## src/rtl/dll_pkg.sv

```systemverilog
// Shared definitions for the DLL lock monitor and its helpers.
package dll_pkg;

  localparam int CNT_W = 7;
  localparam logic [CNT_W-1:0] CNT_MAX = 7'd127;

  typedef enum logic [1:0] {
    ST_IDLE   = 2'd0,
    ST_ARM    = 2'd1,
    ST_TRACK  = 2'd2,
    ST_LOCKED = 2'd3
  } dll_state_t;

endpackage

```

## src/rtl/dll_sync_edge.sv

```systemverilog
// Two-flop synchronizer for an asynchronous input, with a rising-edge strobe.
module dll_sync_edge (
  input  logic clock,
  input  logic resetb,
  input  logic din,
  output logic rise
);

  logic s1;
  logic s2;
  logic s3;

  always_ff @(posedge clock) begin
    if (!resetb) begin
      s1 <= 1'b0;
      s2 <= 1'b0;
      s3 <= 1'b0;
    end else begin
      s1 <= din;
      s2 <= s1;
      s3 <= s2;
    end
  end

  assign rise = s2 & ~s3;

endmodule

```

## src/rtl/dll_lock_monitor.sv

```systemverilog
// Counts DLL output-clock cycles per reference period and reports lock,
// loss of lock and reference stall.
module dll_lock_monitor #(
  parameter int LOCK_COUNT = 4,
  parameter int CNT_W      = dll_pkg::CNT_W
) (
  input  logic             clock,
  input  logic             resetb,
  input  logic             enable,
  input  logic             osc,
  input  logic [4:0]       div,
  input  logic [1:0]       tol,
  input  logic             clear,
  output logic [CNT_W-1:0] count,
  output logic             count_valid,
  output logic             locked,
  output logic             lost
);

  import dll_pkg::*;

  localparam logic [CNT_W-1:0] SAT      = '1;
  localparam logic [3:0]       LOCK_TGT = 4'(LOCK_COUNT);

  logic                    rise;
  logic [CNT_W-1:0]        cnt;
  logic                    sat;
  logic signed [CNT_W:0]   diff;
  logic signed [CNT_W:0]   mag;
  logic                    in_tol;

  dll_state_t              state;
  dll_state_t              state_n;
  logic [3:0]              good;
  logic [3:0]              good_n;
  logic [CNT_W-1:0]        count_n;
  logic                    count_valid_n;
  logic                    locked_n;
  logic                    lost_n;

  dll_sync_edge u_sync (
    .clock  (clock),
    .resetb (resetb),
    .din    (osc),
    .rise   (rise)
  );

  assign sat = (cnt == SAT);

  // Restart at 1 on a rise so a rise N cycles later observes cnt == N.
  always_ff @(posedge clock) begin
    if (!resetb) begin
      cnt <= '0;
    end else if (rise) begin
      cnt <= CNT_W'(1);
    end else if (!sat) begin
      cnt <= cnt + 1'b1;
    end
  end

  always_comb begin
    diff   = $signed({1'b0, cnt}) - $signed({{(CNT_W-4){1'b0}}, div});
    mag    = diff[CNT_W] ? -diff : diff;
    in_tol = (div != '0) && (mag <= $signed({{(CNT_W-1){1'b0}}, tol}));
  end

  always_comb begin
    state_n       = state;
    good_n        = good;
    count_n       = count;
    count_valid_n = 1'b0;
    lost_n        = clear ? 1'b0 : lost;

    if (!enable) begin
      state_n = ST_IDLE;
      good_n  = '0;
    end else begin
      case (state)
        ST_IDLE: begin
          state_n = ST_ARM;
          good_n  = '0;
        end
        ST_ARM: begin
          if (rise) begin
            state_n = ST_TRACK;
          end
        end
        ST_TRACK: begin
          if (rise) begin
            count_n       = cnt;
            count_valid_n = 1'b1;
            if (in_tol) begin
              good_n = good + 4'd1;
              if (good + 4'd1 == LOCK_TGT) begin
                state_n = ST_LOCKED;
              end
            end else begin
              good_n = '0;
            end
          end else if (sat) begin
            state_n = ST_ARM;
            good_n  = '0;
          end
        end
        ST_LOCKED: begin
          if (rise) begin
            count_n       = cnt;
            count_valid_n = 1'b1;
            if (!in_tol) begin
              state_n = ST_TRACK;
              good_n  = '0;
              lost_n  = 1'b1;
            end
          end else if (sat) begin
            state_n = ST_ARM;
            good_n  = '0;
            lost_n  = 1'b1;
          end
        end
        default: begin
          state_n = ST_IDLE;
          good_n  = '0;
        end
      endcase
    end

    locked_n = (state_n == ST_LOCKED);
  end

  always_ff @(posedge clock) begin
    if (!resetb) begin
      state       <= ST_IDLE;
      good        <= '0;
      count       <= '0;
      count_valid <= 1'b0;
      locked      <= 1'b0;
      lost        <= 1'b0;
    end else begin
      state       <= state_n;
      good        <= good_n;
      count       <= count_n;
      count_valid <= count_valid_n;
      locked      <= locked_n;
      lost        <= lost_n;
    end
  end

endmodule

```

## config.mk

```make
export PLATFORM = sky130hd
export DESIGN_NAME = dll_lock_monitor
export DESIGN_NICKNAME = d
export VERILOG_FILES = /design/src/rtl/dll_pkg.sv /design/src/rtl/dll_sync_edge.sv /design/src/rtl/dll_lock_monitor.sv
export SDC_FILE = /design/constraint.sdc
export NUM_CORES = 1
export LEC_CHECK = 0
export CAP_MARGIN = 40
export CORE_UTILIZATION = 57
export DETAILED_ROUTE_END_ITERATION = 7
export PLACE_DENSITY = 0.8
export SLEW_MARGIN = 40
export SYNTH_ARGS = -nofsm -noshare
export SYNTH_HDL_FRONTEND = slang
export SYNTH_HIERARCHICAL = 1
export SYNTH_SLANG_ARGS = --single-unit
export TNS_END_PERCENT = 10
```

## constraint.sdc

```tcl
create_clock -name clock -period 6.8 [get_ports clock]
set_clock_uncertainty 0.05 [all_clocks]
set_input_delay 1.36 -clock clock [delete_from_list [all_inputs] [get_ports clock]]
set_output_delay 1.36 -clock clock [all_outputs]
set_load 0.02 [all_outputs]
```

[After elaboration in Yosys (flattened, before gate mapping)]
Index checks and enable logic that the tools add are counted.
Operators by class
  eq/ne operators: 8
  $add $sub $neg: 4
  $mul: 0
  bitwise operators: 3
  reduce and logical (&&, ||, !) cells: 10
  multiplexer cells: 25
  divide/modulo/power cells: 0
  shift operators: 0
  magnitude comparators: 1
Operators with widths (count)
  $mux 4: 5
  $mux 2: 8
  $pmux 4 s3: 1
  $mux 1: 9
  $le 8x3->1: 1
  $mux 8: 1
  $neg 8->8: 1
  $pmux 2 s4: 1
  $sub 7x5->8: 1
  $add 7x1->7 const B: 1
  $eq 7x7->1 const B: 1
  $eq 2x2->1 const B: 3
  $reduce_and 3->1: 2
  $reduce_bool 5->1: 1
  $add 4x1->4 const B: 1
  $eq 4x3->1 const B: 1
  $reduce_and 2->1: 2
  $reduce_or 2->1: 2
  $ne 3x3->1 const B: 1
  $reduce_bool 3->1: 1
  $eq 2x1->1 const B: 1
  $logic_not 2->1: 1
  $ne 2x2->1 const B: 1
  $not 1->1: 2
  2 further kinds: 2
Word-level totals
  output and inout port bits: 10
  bits in latches: 0
  bits in writable memories: 0
  logic and storage cells: 62
  register bits: 26
  input port bits: 12
  memories kept: 0
  memory bits (read-only): 0

[Logic depth before layout (Yosys ltp)]
Gate-level depths: netlist (run 1).
  depth after elaboration: 10
  gate-level depth with buffers: 15
  mapped depth without buffers: 15

[By module]
Netlist (run 1), hierarchy kept.
By module, submodules not included
  dll_lock_monitor: cells an instance 171, area an instance 1425.1 um^2, times used 1, seq. area each 460.4 um^2
  dll_sync_edge: cells an instance 7, area an instance 92.6 um^2, times used 1, seq. area each 60.1 um^2

[Worst setup path before layout (run 1)]
OpenSTA, ideal clock, no wires.
  path kind: in2reg
  from: input port div[0]
  to: register lost
  stages on the path: 14
  data required time: 6.632 ns
  data arrival time: 4.123 ns
  setup slack: 2.509 ns
  library setup time: 0.118 ns
  cell sequence: ha_1 -> inv_1 -> fa_1 -> inv_1 -> ha_1 -> a31o_2 -> ha_1 -> nor2b_1 -> a2bb2oi_1 -> a221o_1 -> or3_4 -> nor4_4 -> o32a_1 -> nor2_1
Between the ends
  word-level cells in the longest chain between the ends: 9
RTL lines
  start: declaration: RTL line dll_lock_monitor.sv:11  | input logic [4:0] div,
  $sub 7x5->8: RTL line dll_lock_monitor.sv:62  | diff = $signed({1'b0, cnt}) - $signed({{(CNT_W-4){1'b0}}, div});
  $neg 8->8: RTL line dll_lock_monitor.sv:63  | mag = diff[CNT_W] ? -diff : diff;
  $mux 8: RTL line dll_lock_monitor.sv:63
  $le 8x3->1: RTL line dll_lock_monitor.sv:64  | in_tol = (div != '0) && (mag <= $signed({{(CNT_W-1){1'b0}}, tol}));
  $logic_and 1x1->1 *: RTL line dll_lock_monitor.sv:64
  $mux 1 *: RTL line dll_lock_monitor.sv:109  | if (!in_tol) begin
  $mux 1 *: RTL line dll_lock_monitor.sv:106  | if (rise) begin
  $mux 1 *: RTL line dll_lock_monitor.sv:78  | case (state)
  $mux 1 *: RTL line dll_lock_monitor.sv:74  | if (!enable) begin
  end signal: assignment: RTL line dll_lock_monitor.sv:144  | lost <= lost_n;
  end: declaration: RTL line dll_lock_monitor.sv:17  | output logic lost
Mark *: on every way between the ends. The rest lies on a longest branch, timed or not.
A chain may end at the register's enable or synchronous reset.

[Worst setup path after layout (run 1)]
  from: input port div[2]
  to: register good[0]
Between the ends
  word-level cells in the longest chain between the ends: 8
RTL lines
  $sub 7x5->8: RTL line dll_lock_monitor.sv:62
  $neg 8->8: RTL line dll_lock_monitor.sv:63
  $mux 8: RTL line dll_lock_monitor.sv:63
  $le 8x3->1: RTL line dll_lock_monitor.sv:64
  $logic_and 1x1->1 *: RTL line dll_lock_monitor.sv:64
  $mux 4: RTL line dll_lock_monitor.sv:92  | if (in_tol) begin
  $mux 4: RTL line dll_lock_monitor.sv:89  | if (rise) begin
  $pmux 4 s3: RTL line dll_lock_monitor.sv:78
  end signal: assignment: RTL line dll_lock_monitor.sv:140  | good <= good_n;
  end: declaration: RTL line dll_lock_monitor.sv:34  | logic [3:0] good;
Marked as above.

==> out/metrics.cfg, run 1 <==
[run_status]
status = finished clean

[synthesis]
synth_nets = 201
synth-xor-area-share_pct = 2.89
synthCells = 178
synth_top_family_by_area = simple AND/OR/NAND/NOR gates
synth_warnings = 6
syn_area_per_cell_sq_um = 8.53
synth_edf_count = 0
async_flop_share_pct = 0
yosysSeqAreaShare_pct = 34.3
synth_adder_area_share_pct = 9.56
yosys-mux-area-fraction_pct = 5.44
ys.flop_type = dfxtp_1
synth-simple-area-share_pct = 26.4
ys_ff_latch = 26
synth_compound_area_share_pct = 17.4
ys_types = 47
synthesis.area_sq_mm = 0.00152

[clock_tree]
clk_pin_slew_worst_paths_ns = 0.13
cts_tree = done
clk_path_buf_depth = 2
cts_setup_buffers = 0
clock-sinks = 26
clockRootBuffer = clkbuf_4
post_cts_resized = 0
cts_made_buffers = 3
postCtsHoldBufs = 0
insertion_delay_ns = 0.31
htreeDepth = 1

[power]
power.clock.fraction_pct = 21.1
peakVddDrop_mv = 0.158
power.density_mw_per_mm2 = 164
power_frac_seq_pct = 54.6
sw_frac_of_total_pct = 27.4
pwr-share-comb_pct = 24.3
net-switching-power_mw = 0.0796
p_leak_nw = 0.743
p_int_mw = 0.211

[placement]
routabilityCongestion = 0.877
place_area_sq_mm = 0.00175
dpl.hpwl_microns = 2460
dp.cells = 226
numPortBuffers = 21

[floorplanning]
row_count = 18
dieArea_sq_mm = 0.00287
die_y_microns = 53.6
core-area_sq_mm = 0.00250
initial_core_util_pct = 60.7
ios = 22
die_w_microns = 53.6

[timing]
fmax_mhz = 213
hold_slack_ns = 0.405
maxSlewViolCount = 0
maxSlewHeadroom_pct = 69.7
worst_pin_slew_ns = 0.453
rsz0062_at_grt = no
finalSetupViolations = 0
fin_crit_ns = 4.68
hold_viol_final = 0
timing.final.crit_share_pct = 68.9
tns_ns = 0

[grt]
grtUsageTotal_pct = 24.3
antenna_found_initial = 0
grt.overflow.total = 0
grt_max_degree = 15
grt_pass1_vias = 1225
grt_pass1_wl_microns = 5130

[drt]
detailedRoute.firstPassIterationCount = 4
drt_iter0_markers = 42
avgRoutedWirePerCell_microns = 13.5
wirelength_microns = 3100
drcViolationCount = 0
ant_nets = 0
num_vias = 1351
vias_per_cell = 5.90

[critical_path]
crit_family = compound AO/OA/AOI/OAI gates
critPathLaunchType = primary input
path_buf_inv = 2
worstPathArrival_ns = 4.88
path_cells = clkdlybuf4s50_1, inv_1, ha_1, o21ai_0, a21oi_1, o21ai_1, a21oi_1, a31o_2, ha_1, nor2b_1, a2bb2oi_1, a221o_1, or3_4, nor4_4, o21ai_1, a31oi_1
crit_path_max_incr_delay_ns = 0.49
critPathSlowestCell = clkdlybuf4s50_1
worst_setup_path_end_kind = flop
cp.required_ns = 7.00
worstSetupPathType = in -> reg
cp_max_fo = 6

[final_layout]
final_cell_mix = dfxtp_1 (26), nor2_1 (25), clkdlybuf4s50_1 (21)
fin_area_sq_mm = 0.00178
final_common_cell = dfxtp_1
nFillCells = 205
final_layout_size_suffix_gt1_share_pct = 5.03
syn_to_final_growth_pct = 17.0
seqCellArea_sq_um = 520
final_cells = 229
antenna_cells = 0
layout.nets = 224
multi_input_area_sq_um = 936
post-route-util_pct = 71.0

[hold_path]
min_path_type = reg -> reg

[run]
cap_violations = 0

logic make-up after synthesis:
kind of cell    Yosys count
simple gates             72
compound gates           41
flops                    26
buf+inv                  16
fa+ha+maj                11
mux                       7
xor+xnor                  5
synth_stat cells (2+ instances only):
| master | n | area share [%] |
|---|---|---|
| a211oi_1 | 2 | 0.99 |
| a21o_1 | 2 | 0.99 |
| a21oi_1 | 13 | 4.3 |
| a22oi_1 | 3 | 1.5 |
| and2_1 | 4 | 1.6 |
| and3_1 | 3 | 1.2 |
| clkbuf_1 | 2 | 0.49 |
| dfxtp_1 | 26 | 34 |
| ha_1 | 10 | 8.2 |
| inv_1 | 11 | 2.7 |
| mux2i_1 | 6 | 4.0 |
| nand2_1 | 10 | 2.5 |
| nand2b_1 | 3 | 1.2 |
| nand3_1 | 7 | 2.3 |
| nor2_1 | 25 | 6.2 |
| nor2b_1 | 3 | 1.2 |
| nor3_1 | 4 | 1.3 |
| nor3b_1 | 2 | 0.99 |
| nor4_1 | 2 | 0.82 |
| o21ai_0 | 9 | 3.0 |
| o21ai_1 | 2 | 0.66 |
| xnor2_1 | 3 | 1.7 |
| xor2_1 | 2 | 1.2 |
layout make-up:
class,instances,share of cell area (%)
Multi-Input combinational cell,136,52.7
Sequential cell,26,29.3
Timing Repair Buffer,21,11.8
Inverter,13,2.75
Tap cell,30,2.11
Clock buffer,3,1.27
worst register-to-register path: cells and delay by family (launching register included):
kind,cells,cell delay (ns)
AOI/OAI and AO/OA,5,0.85
adders and majority gates,4,1.23
buffers and inverters,3,0.22
DFF,1,0.37
and+or+nand+nor,3,0.78
final timing paths:
path / startpoint / slack, ns / end / cells after the start
hold reg to reg: u_sync/s1 / 0.40 / u_sync/s2 / 1
hold / removal: u_sync/s1 / 0.40 / u_sync/s2 / 1
setup / recovery: div[2] / 2.12 / good[0] / 16
setup reg to reg: cnt[0] / 3.23 / good[0] / 15
routing by layer:
| metal | track usage [%] | vias to the layer above | share of wire, % |
|---|---|---|---|
| met5 | 0 | - | 0 |
| met3 | 3.67 | 5 | 5.6 |
| met1 | 32.1 | 630 | 48 |
| met4 | 6.58 | 0 | 1.1 |
| li1 | - | 675 | - |
| met2 | 41.0 | 41 | 46 |
metrics by stage:
step / worst slack, ns / power, mW
finish: 2.12 / 0.291
global route: 1.92 / 0.305
CTS: 2.18 / 0.292
detailed placement: 1.84 / 0.232
global placement: 1.88 / 0.229
floorplan: 2.51 / 0.214
power groups by stage:
stage	logic, mW	clock network, mW	registers [mW]
after floorplan	0.0537	0	0.160
after global placement	0.0675	0	0.162
after detailed placement	0.0697	0	0.162
after CTS	0.0701	0.0633	0.159
after global routing	0.0775	0.0681	0.159
final	0.0706	0.0613	0.159
registers in the layout (all words and copies together), names as in the netlist:
| register | count |
|---|---|
| good | 4 |
| u_sync/s3 | 1 |
| count_valid | 1 |
| lost | 1 |
| locked | 1 |
| u_sync/s2 | 1 |
| count | 7 |
| state | 2 |
| cnt | 7 |
| u_sync/s1 | 1 |
No activity file was read; power rests on OpenSTA's default activity.
==> run 2: changes to the inputs <==
--- a/config.mk
+++ b/config.mk
@@ -6,9 +6,9 @@
 export NUM_CORES = 1
 export LEC_CHECK = 0
 export CAP_MARGIN = 40
-export CORE_UTILIZATION = 57
+export CORE_UTILIZATION = 48
 export DETAILED_ROUTE_END_ITERATION = 7
-export PLACE_DENSITY = 0.8
+export PLACE_DENSITY = 0.72
 export SLEW_MARGIN = 40
 export SYNTH_ARGS = -nofsm -noshare
 export SYNTH_HDL_FRONTEND = slang
==> constraint.sdc (replaced) <==
create_clock -name clock -period 4.1 [get_ports clock]
set_clock_uncertainty 0.05 [all_clocks]
set_input_delay 0.82 -clock clock [delete_from_list [all_inputs] [get_ports clock]]
set_output_delay 0.82 -clock clock [all_outputs]
set_load 0.02 [all_outputs]
==> run 2 against run 1 <==
Net effect: via count is 8.7% higher; power is 92% higher; global-route usage is 3.5 points lower; flip-flop and latch count stayed put; cell area is 14% higher; routed wire length is 18% higher; worst setup slack worse by 2.0 ns; utilization is 4.0 points lower; cell count is 14% higher; critical path depth is 2 lower; sequential share of layout area is 3.7 points lower; combinational power is 140% higher.
==> out/metrics.cfg, run 2 (same netlist as run 1, synthesis figures left out) <==
[critical_path]
rr_endpoint = lost
r2r_slack_ns = 0.37
critPathLaunchType = primary input
reg2reg_from = cnt[0]
rr_worst_depth = 15
cp.required_ns = 4.28
worstPathArrival_ns = 4.16
worst_setup_path_end_kind = flop
cp_max_fo = 4
worstSetupPathType = in -> reg

[drt]
wirelength_microns = 3660
drcViolationCount = 0
detailedRoute.firstPassIterationCount = 4
ant_nets = 0
num_vias = 1469
avgRoutedWirePerCell_microns = 14.1
vias_per_cell = 5.65
drt_iter0_markers = 58

[run]
cap_violations = 0

[timing]
tns_ns = 0
hold_viol_final = 0
maxSlewHeadroom_pct = 65.8
worst_pin_slew_ns = 0.511
fin_crit_ns = 3.98
hold_slack_ns = 0.410
fmax_mhz = 251
maxSlewViolCount = 0
finalSetupViolations = 0
timing.final.crit_share_pct = 97.1

[final_layout]
final_cells = 260
syn_to_final_growth_pct = 33.6
final_common_cell = dfxtp_1
final_layout_size_suffix_gt1_share_pct = 19.0
final_cell_mix = dfxtp_1 (26), nor2_1 (24), clkdlybuf4s50_1 (20)
top_regs = cnt (7), count (7), good (4)
antenna_cells = 0
layout.nets = 240
nFillCells = 262

[power]
power.density_mw_per_mm2 = 276
power.clock.fraction_pct = 22.9
peakVddDrop_mv = 0.247
power_frac_seq_pct = 47.2
p_int_mw = 0.404
pwr-share-comb_pct = 29.9
net-switching-power_mw = 0.155
p_leak_nw = 0.838
sw_frac_of_total_pct = 27.8

[clock_tree]
clk_pin_slew_worst_paths_ns = 0.14
cts_tree = done
clk_path_buf_depth = 2
htreeDepth = 1
insertion_delay_ns = 0.32
postCtsHoldBufs = 0
clock-sinks = 26
cts_made_buffers = 3
clockRootBuffer = clkbuf_4

[placement]
dp.cells = 252
numPortBuffers = 21
routabilityCongestion = 0.929
dpl.hpwl_microns = 2640

[grt]
grt.overflow.total = 0
grt_pass1_wl_microns = 5490
antenna_found_initial = 0
grt_max_degree = 15
grtUsageTotal_pct = 20.8
grt_pass1_vias = 1310

[hold_path]
min_to = u_sync/s2
min_path_type = reg -> reg
min_from = u_sync/s1
whs_path_depth = 1

[floorplanning]
die_y_microns = 58.2
row_count = 20
ios = 22
initial_core_util_pct = 50.1
dieArea_sq_mm = 0.00339
die_w_microns = 58.2
core-area_sq_mm = 0.00303

[run_status]
status = finished clean

-- run 2: cell types whose count changed in the layout (fill, tap and decap cells not counted), sizes merged --
cell and delta:
buf +16, clkbuf +1, clkdlybuf4s50 -1, dlymetal6s2s +1
-- run 2: what timing repair did --
| action | 4_1_cts | 5_1_grt |
|---|---|---|
| endpoints found under the setup margin | 1 | 6 |
| pin swaps | 1 | 10 |
| gates resized for setup | 0 | 17 |
| buffers inserted | 0 | 4 |
-- run 2: layout make-up --
cell class              count  area, sq um  share of cell area (%)
inverters                  13         48.8                    2.41
multi-input cells         136         1030                    51.0
repair buffers             37          333                    16.4
flip-flops and latches     26          520                    25.7
well taps                  44         55.1                    2.71
clock buffers               4         36.3                    1.79
-- run 2: how the worst max path moves through the flow --
stage,startpoint,end,slack (ns),depth (start not counted)
floorplan,div[0],lost,0.35,14
global placement,div[0],lost,-0.28,15
detailed placement,div[0],lost,-0.35,15
CTS,div[0],state[0],0.05,15
global route,div[3],good[3],-0.008,16
finish,div[1],lost,0.12,14
-- run 2: critical path, cell delays in order --
cell             delay [ns]
clkdlybuf4s50_1        0.48
inv_2                  0.06
fa_1                   0.54
inv_2                  0.08
ha_4                   0.21
a31o_4                 0.23
ha_4                   0.21
nor2b_1                0.12
a2bb2oi_1              0.12
a221o_1                0.27
or3_4                  0.39
nor4_4                 0.37
o32a_1                 0.22
nor2_1                 0.04
-- run 2: metal layers --
layer  track usage, %  share of wire (%)
met1             26.2                 45
met2             36.1                 51
met3             2.90                4.1
met4             7.82               0.36
met5                0                  0
-- run 2: power by group through the flow --
stage	Sequential, mW	Clock, mW	Combinational [mW]
after CTS	0.263	0.131	0.130
after global placement	0.269	0	0.124
after detailed placement	0.269	0	0.129
after global routing	0.265	0.139	0.180
final	0.264	0.128	0.167
after floorplan	0.266	0	0.0891
-- run 2: stage by stage --
step	utilization (%)	power [mW]	setup WS, ns	area [sq um]
after floorplan	-	0.355	0.349	1520
after global placement	61.4	0.393	-0.278	1860
after detailed placement	61.4	0.397	-0.346	1860
after CTS	62.6	0.524	0.0508	1900
after global routing	67.0	0.584	-0.00773	2030
final	67.0	0.559	0.120	2030
